**src/rtl/res_station_bank_if.sv**
```systemverilog
`default_nettype none
// ============================================================================
// Module      : res_station_bank_if
// Description : Issue, common-data-bus, dispatch and status signals of the
//               reservation-station bank, grouped for module connection.
//               master = issuing / broadcasting / executing side,
//               slave  = the reservation-station bank itself.
// Revision    : 1.0 - initial release
// ============================================================================
interface res_station_bank_if #(
  parameter int DATA_W = 16,
  parameter int TAG_W  = 3,
  parameter int NUM_RS = 4
);
  // issue port
  logic              Issue_valid;
  logic              Issue_ready;
  logic [2:0]        Issue_op;
  logic [DATA_W-1:0] Issue_vj;
  logic [DATA_W-1:0] Issue_vk;
  logic [TAG_W-1:0]  Issue_qj;
  logic [TAG_W-1:0]  Issue_qk;
  logic [TAG_W-1:0]  Issue_tag;
  // common data bus
  logic              CDB_valid;
  logic [TAG_W-1:0]  CDB_tag;
  logic [DATA_W-1:0] CDB_data;
  // dispatch to functional unit
  logic              Exec_valid;
  logic              Exec_ready;
  logic [2:0]        Exec_op;
  logic [DATA_W-1:0] Exec_a;
  logic [DATA_W-1:0] Exec_b;
  logic [TAG_W-1:0]  Exec_tag;
  // status
  logic [NUM_RS-1:0] Busy;

  modport master (
    output Issue_valid, Issue_op, Issue_vj, Issue_vk, Issue_qj, Issue_qk,
    input  Issue_ready, Issue_tag,
    output CDB_valid, CDB_tag, CDB_data,
    input  Exec_valid, Exec_op, Exec_a, Exec_b, Exec_tag,
    output Exec_ready,
    input  Busy
  );

  modport slave (
    input  Issue_valid, Issue_op, Issue_vj, Issue_vk, Issue_qj, Issue_qk,
    output Issue_ready, Issue_tag,
    input  CDB_valid, CDB_tag, CDB_data,
    output Exec_valid, Exec_op, Exec_a, Exec_b, Exec_tag,
    input  Exec_ready,
    output Busy
  );
endinterface
`default_nettype wire

```
**src/rtl/res_station_bank.sv**
```systemverilog
`default_nettype none
// ============================================================================
// Module      : res_station_bank
// Description : Bank of NUM_RS reservation stations. Entries are issued into
//               the lowest free slot, wake up by snooping the CDB, and are
//               dispatched round-robin to one functional unit. Entry i owns
//               tag TAG_BASE+i and is freed when that tag is broadcast.
//               Optional feature macro: RS_FLUSH_EN adds a Flush input that
//               frees every entry at the next rising edge.
// Revision    : 1.0 - initial release
// ============================================================================
module res_station_bank #(
  parameter int NUM_RS   = 4,
  parameter int DATA_W   = 16,
  parameter int TAG_W    = 3,
  parameter int TAG_BASE = 1
) (
  input  logic Clock,
  input  logic Reset,
`ifdef RS_FLUSH_EN
  input  logic Flush,
`endif
  res_station_bank_if.slave bus
);

  localparam int IDX_W = (NUM_RS > 1) ? $clog2(NUM_RS) : 1;

  typedef enum logic [1:0] {
    S_FREE  = 2'd0,
    S_WAIT  = 2'd1,
    S_READY = 2'd2,
    S_EXEC  = 2'd3
  } rs_state_t;

  rs_state_t         state     [NUM_RS];
  rs_state_t         state_nxt [NUM_RS];
  logic [2:0]        op        [NUM_RS];
  logic [2:0]        op_nxt    [NUM_RS];
  logic [DATA_W-1:0] vj        [NUM_RS];
  logic [DATA_W-1:0] vj_nxt    [NUM_RS];
  logic [DATA_W-1:0] vk        [NUM_RS];
  logic [DATA_W-1:0] vk_nxt    [NUM_RS];
  logic [TAG_W-1:0]  qj        [NUM_RS];
  logic [TAG_W-1:0]  qj_nxt    [NUM_RS];
  logic [TAG_W-1:0]  qk        [NUM_RS];
  logic [TAG_W-1:0]  qk_nxt    [NUM_RS];

  logic [IDX_W-1:0]  rr_ptr, rr_ptr_nxt;
  logic              lock, lock_nxt;
  logic [IDX_W-1:0]  lock_idx, lock_idx_nxt;

  logic              any_free;
  logic [IDX_W-1:0]  free_idx;
  logic              rr_found;
  logic [IDX_W-1:0]  rr_idx;
  logic [IDX_W-1:0]  cand;
  logic [IDX_W-1:0]  sel;
  logic              issue_ready;
  logic              issue_fire;
  logic              exec_valid;
  logic              dispatch;
  logic              byp_j, byp_k;
  logic [TAG_W-1:0]  eff_qj, eff_qk;
  logic [NUM_RS-1:0] busy;

  // Lowest-index free entry is the issue target.
  always_comb begin
    any_free = 1'b0;
    free_idx = '0;
    for (int i = NUM_RS - 1; i >= 0; i--) begin
      if (state[i] == S_FREE) begin
        any_free = 1'b1;
        free_idx = IDX_W'(i);
      end
    end
  end

  // Round-robin search over READY entries, starting just after the last dispatched index.
  always_comb begin
    rr_found = 1'b0;
    rr_idx   = '0;
    cand     = '0;
    for (int off = 1; off <= NUM_RS; off++) begin
      cand = IDX_W'((int'(rr_ptr) + off) % NUM_RS);
      if (!rr_found && state[cand] == S_READY) begin
        rr_found = 1'b1;
        rr_idx   = cand;
      end
    end
  end

  // A stalled offer stays locked so the functional unit sees stable operands.
  assign sel         = lock ? lock_idx : rr_idx;
  assign exec_valid  = !Reset && (lock || rr_found);
  assign dispatch    = exec_valid && bus.Exec_ready;
  assign issue_ready = !Reset && any_free;
  assign issue_fire  = bus.Issue_valid && issue_ready;

  // Same-cycle CDB bypass for operands being issued.
  assign byp_j  = bus.CDB_valid && (bus.Issue_qj != '0) && (bus.Issue_qj == bus.CDB_tag);
  assign byp_k  = bus.CDB_valid && (bus.Issue_qk != '0) && (bus.Issue_qk == bus.CDB_tag);
  assign eff_qj = byp_j ? '0 : bus.Issue_qj;
  assign eff_qk = byp_k ? '0 : bus.Issue_qk;

  // Per-entry next state: CDB snoop/free, then issue, dispatch and flush.
  always_comb begin
    for (int i = 0; i < NUM_RS; i++) begin
      state_nxt[i] = state[i];
      op_nxt[i]    = op[i];
      vj_nxt[i]    = vj[i];
      vk_nxt[i]    = vk[i];
      qj_nxt[i]    = qj[i];
      qk_nxt[i]    = qk[i];
    end
    rr_ptr_nxt   = rr_ptr;
    lock_nxt     = lock;
    lock_idx_nxt = lock_idx;

    for (int i = 0; i < NUM_RS; i++) begin
      case (state[i])
        S_WAIT: begin
          if (bus.CDB_valid && (bus.CDB_tag != '0) && (qj[i] == bus.CDB_tag)) begin
            vj_nxt[i] = bus.CDB_data;
            qj_nxt[i] = '0;
          end
          if (bus.CDB_valid && (bus.CDB_tag != '0) && (qk[i] == bus.CDB_tag)) begin
            vk_nxt[i] = bus.CDB_data;
            qk_nxt[i] = '0;
          end
          if ((qj_nxt[i] == '0) && (qk_nxt[i] == '0))
            state_nxt[i] = S_READY;
        end
        S_EXEC: begin
          if (bus.CDB_valid && (bus.CDB_tag == TAG_W'(TAG_BASE + i)))
            state_nxt[i] = S_FREE;
        end
        default: ;
      endcase
    end

    if (issue_fire) begin
      op_nxt[free_idx]    = bus.Issue_op;
      vj_nxt[free_idx]    = byp_j ? bus.CDB_data : bus.Issue_vj;
      vk_nxt[free_idx]    = byp_k ? bus.CDB_data : bus.Issue_vk;
      qj_nxt[free_idx]    = eff_qj;
      qk_nxt[free_idx]    = eff_qk;
      state_nxt[free_idx] = ((eff_qj == '0) && (eff_qk == '0)) ? S_READY : S_WAIT;
    end

    if (dispatch) begin
      state_nxt[sel] = S_EXEC;
      rr_ptr_nxt     = sel;
      lock_nxt       = 1'b0;
    end else if (exec_valid) begin
      lock_nxt     = 1'b1;
      lock_idx_nxt = sel;
    end

`ifdef RS_FLUSH_EN
    if (Flush) begin
      for (int i = 0; i < NUM_RS; i++)
        state_nxt[i] = S_FREE;
      lock_nxt = 1'b0;
    end
`endif
  end

  // State register; reset discards every in-flight entry immediately.
  always_ff @(posedge Clock or posedge Reset) begin
    if (Reset) begin
      for (int i = 0; i < NUM_RS; i++) begin
        state[i] <= S_FREE;
        op[i]    <= '0;
        vj[i]    <= '0;
        vk[i]    <= '0;
        qj[i]    <= '0;
        qk[i]    <= '0;
      end
      rr_ptr   <= '0;
      lock     <= 1'b0;
      lock_idx <= '0;
    end else begin
      for (int i = 0; i < NUM_RS; i++) begin
        state[i] <= state_nxt[i];
        op[i]    <= op_nxt[i];
        vj[i]    <= vj_nxt[i];
        vk[i]    <= vk_nxt[i];
        qj[i]    <= qj_nxt[i];
        qk[i]    <= qk_nxt[i];
      end
      rr_ptr   <= rr_ptr_nxt;
      lock     <= lock_nxt;
      lock_idx <= lock_idx_nxt;
    end
  end

  // Busy flags: any entry not FREE.
  always_comb begin
    busy = '0;
    for (int i = 0; i < NUM_RS; i++)
      busy[i] = (state[i] != S_FREE);
  end

  assign bus.Issue_ready = issue_ready;
  assign bus.Issue_tag   = issue_ready ? (TAG_W'(TAG_BASE) + TAG_W'(free_idx)) : '0;
  assign bus.Exec_valid  = exec_valid;
  assign bus.Exec_op     = exec_valid ? op[sel] : '0;
  assign bus.Exec_a      = exec_valid ? vj[sel] : '0;
  assign bus.Exec_b      = exec_valid ? vk[sel] : '0;
  assign bus.Exec_tag    = exec_valid ? (TAG_W'(TAG_BASE) + TAG_W'(sel)) : '0;
  assign bus.Busy        = busy;

endmodule
`default_nettype wire
```
**src/flat_wrapper.sv**
```systemverilog
// flat-port wrapper written by rule: the top's interface ports become plain ports
module res_station_bank_flat 
#(
  parameter int NUM_RS   = 4,
  parameter int DATA_W   = 16,
  parameter int TAG_W    = 3,
  parameter int TAG_BASE = 1
)
  (Clock, Reset, bus_Issue_valid, bus_Issue_op, bus_Issue_vj, bus_Issue_vk, bus_Issue_qj, bus_Issue_qk, bus_Issue_ready, bus_Issue_tag, bus_CDB_valid, bus_CDB_tag, bus_CDB_data, bus_Exec_valid, bus_Exec_op, bus_Exec_a, bus_Exec_b, bus_Exec_tag, bus_Exec_ready, bus_Busy);
  res_station_bank_if #(.DATA_W(DATA_W), .TAG_W(TAG_W), .NUM_RS(NUM_RS)) bus_i ();
  input  logic Clock;
  input  logic Reset;
  input wire logic [$bits(bus_i.Issue_valid)-1:0] bus_Issue_valid;
  input wire logic [$bits(bus_i.Issue_op)-1:0] bus_Issue_op;
  input wire logic [$bits(bus_i.Issue_vj)-1:0] bus_Issue_vj;
  input wire logic [$bits(bus_i.Issue_vk)-1:0] bus_Issue_vk;
  input wire logic [$bits(bus_i.Issue_qj)-1:0] bus_Issue_qj;
  input wire logic [$bits(bus_i.Issue_qk)-1:0] bus_Issue_qk;
  output wire logic [$bits(bus_i.Issue_ready)-1:0] bus_Issue_ready;
  output wire logic [$bits(bus_i.Issue_tag)-1:0] bus_Issue_tag;
  input wire logic [$bits(bus_i.CDB_valid)-1:0] bus_CDB_valid;
  input wire logic [$bits(bus_i.CDB_tag)-1:0] bus_CDB_tag;
  input wire logic [$bits(bus_i.CDB_data)-1:0] bus_CDB_data;
  output wire logic [$bits(bus_i.Exec_valid)-1:0] bus_Exec_valid;
  output wire logic [$bits(bus_i.Exec_op)-1:0] bus_Exec_op;
  output wire logic [$bits(bus_i.Exec_a)-1:0] bus_Exec_a;
  output wire logic [$bits(bus_i.Exec_b)-1:0] bus_Exec_b;
  output wire logic [$bits(bus_i.Exec_tag)-1:0] bus_Exec_tag;
  input wire logic [$bits(bus_i.Exec_ready)-1:0] bus_Exec_ready;
  output wire logic [$bits(bus_i.Busy)-1:0] bus_Busy;
  assign bus_i.Issue_valid = bus_Issue_valid;
  assign bus_i.Issue_op = bus_Issue_op;
  assign bus_i.Issue_vj = bus_Issue_vj;
  assign bus_i.Issue_vk = bus_Issue_vk;
  assign bus_i.Issue_qj = bus_Issue_qj;
  assign bus_i.Issue_qk = bus_Issue_qk;
  assign bus_Issue_ready = bus_i.Issue_ready;
  assign bus_Issue_tag = bus_i.Issue_tag;
  assign bus_i.CDB_valid = bus_CDB_valid;
  assign bus_i.CDB_tag = bus_CDB_tag;
  assign bus_i.CDB_data = bus_CDB_data;
  assign bus_Exec_valid = bus_i.Exec_valid;
  assign bus_Exec_op = bus_i.Exec_op;
  assign bus_Exec_a = bus_i.Exec_a;
  assign bus_Exec_b = bus_i.Exec_b;
  assign bus_Exec_tag = bus_i.Exec_tag;
  assign bus_i.Exec_ready = bus_Exec_ready;
  assign bus_Busy = bus_i.Busy;
  res_station_bank #(.NUM_RS(NUM_RS), .DATA_W(DATA_W), .TAG_W(TAG_W), .TAG_BASE(TAG_BASE)) u_core (.Clock(Clock), .Reset(Reset), .bus(bus_i));
endmodule
```
**config.mk**
```make
export PLATFORM = sky130hd
export DESIGN_NAME = res_station_bank_flat
export DESIGN_NICKNAME = d
export VERILOG_FILES = /design/src/rtl/res_station_bank_if.sv /design/src/rtl/res_station_bank.sv /design/src/flat_wrapper.sv
export SDC_FILE = /design/constraint.sdc
export NUM_CORES = 1
export LEC_CHECK = 0
export CORE_UTILIZATION = 50
export CTS_BUF_LIST = sky130_fd_sc_hd__clkbuf_8
export DETAILED_ROUTE_END_ITERATION = 8
export PLACE_DENSITY = 0.72
export SLEW_MARGIN = 20
export SYNTH_ARGS = -nofsm -noshare
export SYNTH_HDL_FRONTEND = slang
export SYNTH_SLANG_ARGS = --single-unit
```
**constraint.sdc**
```tcl
create_clock -name Clock -period 14.3 [get_ports Clock]
set_input_delay 3.575 -clock Clock [delete_from_list [all_inputs] [get_ports Clock]]
set_output_delay 3.575 -clock Clock [all_outputs]
set_load 0.005 [all_outputs]
```
Yosys cells after proc, flatten, opt, wreduce, memory -nomap -nowiden
Cells that the tools add are included.
{ "word_totals": {"regBits": 177, "latchBits": 0, "mem_bits_rw": 0, "romBits": 0, "in_bits": 65, "wordCells": 256, "n_memories": 0} }
{ "classes": {"n_addsub": 6, "n_mul": 0, "n_div": 0, "magnitude_cmp": 8, "eq_ne": 26, "shifts": 0, "muxes": 122, "bitwise": 8, "reduce_logical": 59} }
{ "ops": {"columns": ["cell", "count"], "rows": [
  ["$mux W16", 25],
  ["$bwmux W64", 2],
  ["$mux W64", 2],
  ["$mux W3", 32],
  ["$bmux W16 S2", 2],
  ["$mux W2", 28],
  ["$bwmux W12", 3],
  ["$demux W16 S2", 1],
  ["$logic_and A1 B1 Y1", 31],
  ["$eq A3 B3 Y1", 10],
  ["$logic_not A3 Y1", 10],
  ["$mux W12", 2],
  ["$ge A3 B3 Y1 const B", 6],
  ["$not A2 Y3", 6],
  ["$bmux W2 S2", 4],
  ["$eq A2 B2 Y1 const B", 8],
  ["$mux W8", 2],
  ["$pmux W2 S2", 4],
  ["$mux W1", 10],
  ["$reduce_bool A2 Y1", 5],
  ["$reduce_bool A3 Y1", 3],
  ["$bwmux W8", 1],
  ["$demux W2 S2", 2],
  ["$eq A2 B1 Y1 const B", 4],
  ["other kinds (15)", 26]
]} }

Logic depth before layout (Yosys ltp)
{ "logic_depth": {"ltp_word": 24, "ltp_mapped": 12, "mapped_depth_nobuf": 9} }

Worst setup path before layout
No wires, ideal clock.
{ "synth_timing": {"kind": "input to output", "startpoint": "input Reset", "endpoint": "output bus_Exec_b[10]", "t_arrival_ns": 8.384, "t_required_ns": 10.725, "setup_slack_ns": 2.341, "cell_stages": 6, "n_path_buf": 2, "path_cell_list": "inv_1 -> o21ai_2 -> a31o_1 -> buf_6 -> buf_8 -> o22ai_1"} }
{ "synth_between": {"elab_chain_cells": 3} }
{ "synth_rtl": {"columns": ["element", "line_no", "text"], "rows": [
  ["start: declaration", "flat_wrapper.sv:12", "input logic Reset;"],
  ["$logic_not A1 Y1", "res_station_bank.sv:94", "assign exec_valid = !Reset && (lock || rr_found);"],
  ["$logic_and A1 B1 Y1", "res_station_bank.sv:94", null],
  ["$mux W16", "res_station_bank.sv:209", "assign bus.Exec_b = exec_valid ? vk[sel] : '0;"],
  ["end: declaration", "flat_wrapper.sv:27", "output wire logic [$bits(bus_i.Exec_b)-1:0] bus_Exec_b;"]
]} }
No other way between the ends.

Final worst setup path
{ "layout_timing": {"startpoint": "input Reset", "endpoint": "output bus_Exec_op[2]"} }
{ "layout_between": {"elab_chain_cells": 3} }
{ "layout_rtl": {"columns": ["element", "line_no", "text"], "rows": [
  ["$logic_not A1 Y1", "res_station_bank.sv:94", null],
  ["$logic_and A1 B1 Y1", "res_station_bank.sv:94", null],
  ["$mux W3", "res_station_bank.sv:207", "assign bus.Exec_op = exec_valid ? op[sel] : '0;"],
  ["end: declaration", "flat_wrapper.sv:25", "output wire logic [$bits(bus_i.Exec_op)-1:0] bus_Exec_op;"]
]} }
No other way between the ends.

==> metrics <==
DP HPWL=17.8 mm; Peak VDD IR=0.118 mV; Post-Syn Area=10100 um2; relative slew slack=21.4%; die area=20800 um2; initial DRC count=around 660; chip width=approximately 140 um; most common cell after layout, fill and taps aside=dfrtp_1; CORE AREA=~20000 um2; initial antenna violation count=0; first-pass GRT wire length=approximately 43 mm; share of layout cells above drive strength 1=a little under a fifth; H-tree depth=4; clock root cell=clkbuf_8; Util after Layout=59.0%; Arr. time, crit path=6.93 ns; setup bufs post-CTS=0; final setup margin=3.79 ns; sequential-to-total area share from yosys stat=43.8%; vias in the first global route=7517; Cell Rows=between 50 and 60; Syn-to-layout area delta=14.7%; # hold bufs at CTS=0; Period minus WS final=10.51 ns; final period utilization=73.5%; Cell variety after synth=68; Crit path largest cell delay=0.74 ns; post_cts resized=0; flops & latches, synth=between 150 and 200; Top FF cell, synth=dfrtp_1; Clk pin slew, worst setup/hold paths=0.09 ns; Tot Pwr=2.80 mW; port buffer count=111; drt wl/cell=22.3 um; PwrDens=~240 nW/um2; RePlAce Congestion=0.856; WL final=28.2 mm; I/O pin count=112; Routed Antenna Nets=0; GRT overflow=0; endpoints failing hold=0; clk sinks=177; Max Clk Rate=roughly 0.095 GHz; clock skew=roughly 0.014 ns; multi-input logic area=5150 um2; Place WS=3.72 ns; # fillers=approximately 1700; largest net degree at the start of global routing=105; final number of setup-violating endpoints=0; synthesized area per cell=about 11 um2; Cells after Synth=926; critical path class=in -> out; EDFF count, synth=0; drt pass-1 iters=5; Pleak=4.74 nW; most frequent cells in the layout=dfrtp_1, clkdlybuf4s50_1, mux2i_1, o22a_1, o21a_1; CP max stage cell=inv_6; synth warn=0; crit end category=primary output; sequence of cells on the critical path=clkdlybuf4s50_1, inv_6, o21ai_2, inv_2, nand4_4, o22ai_1, clkdlybuf4s50_1; Worst Tran Pin Value=1.18 ns; Via Count=about 7900; total negative slack=0 ns; vias per cell=6.26; status=finished clean; CTS tree=built; Syn Nets=999; async set or reset register ratio after synthesis=between 90% and 100%; CP required=10.72 ns; die height=144 um; RSZ-0062 raised after global routing=no; most frequent CP cell=clkdlybuf4s50_1; crit-path max FO=104; Initial Util=between 50 and 60%; CTS Buf Count=17; final count of pins violating max slew=0; fin nets=1059; GRT Total Usage=27.8%; CP bufs+invs=4; Clock Path Buffers=2; crit-path leading delay family=buffers and inverters; max_cap viols=0; FF/Latch Area=4430 um2; CP Launch Type=input port; drc violations=0; Worst-Skew Late Latency=0.47 ns; HP Class=reg -> reg
worst paths after layout:
kind	startpoint	end	slack (ns)	cells after the start
hold / removal	u_core.op[5]	u_core.op[5]	0.48	2
setup / recovery	Reset	bus_Exec_op[2]	3.79	7
min in group asynchronous	Reset	u_core.lock_idx[1]	3.83	2
max in group asynchronous	Reset	u_core.vj[3]	8.96	3
setup reg to reg	u_core.state[0]	u_core.vk[13]	10.56	8
hold reg to reg	u_core.op[5]	u_core.op[5]	0.48	2
kinds of logic (layout without fill, tap and decap cells):
kind of cell	count (synthesis)	count (layout)	share of synthesized area (%)
simple gates	205	205	11.0
other cells	0	1	0
flops	177	177	43.8
xor+xnor	29	29	2.51
fa+ha+maj	8	8	0.990
mux	74	74	7.37
buf+inv	104	176	5.52
compound gates	329	329	28.8
synthesized netlist by cell type, drive strengths merged, types with 13 or more instances:
cell type  count  area [um2]
dfrtp        177        4430
mux2i         70         701
buf           65         410
o21a          64         480
o22a          64         561
or2           52         325
nand2         49         194
o221a         48         541
o22ai         37         384
nor2          30         113
xnor2         29         254
o21ai         28         151
inv           26        97.6
a32o          24         240
nor3          18        90.1
a22oi         16         120
nand3         16        80.1
clkbuf        13        50.0
report_power, final:
part	total, mW	switching [mW]	leakage [nW]	internal (mW)
clock	0.375	0.195	0.210	0.180
sequential	0.909	0.165	2.09	0.744
combinational	1.52	0.692	2.44	0.825
total	2.80	1.05	4.74	1.75
cell type report:
type	count	share of cell area, %
inverters	26	0.884
repair buffers	119	10.1
flip-flops and latches	177	38.2
multi-input cells	645	44.3
clock inverters	13	1.49
well taps	265	2.86
clock buffers	18	2.14
diodes	1	0.0216
metrics by stage:
step                      cells  cell area (um2)  hold slack, ns
final                      1264            11600           0.480
after global routing       1263            11600           0.515
after CTS                  1263            11600           0.487
after detailed placement   1232            11200           0.463
after global placement     1232            11200           0.456
after floorplan             926            10100           0.445
flip-flops by register name, indices dropped and copies added, names as in the netlist:
signal and cells:
u_core.rr_ptr 2, u_core.vk 64, u_core.qj 12, u_core.lock 1, u_core.vj 64, u_core.op 12
u_core.lock_idx 2, u_core.qk 12, u_core.state 8
routing by layer:
metal / up-vias / global-route usage [%] / wire (um)
met5: - / 0 / 0
met1: 3999 / 39.7 / 12900
met4: 0 / 8.25 / 479
met2: 241 / 43.8 / 13400
met3: 35 / 4.17 / 1400
li1: 3632 / - / -
tightest hold or removal path, stage by stage, from the launching register on:
cell and delay, ns:
dfrtp_1 0.35, nand2_1 0.05, nand2_1 0.05
(Power assumes the default switching activity.)
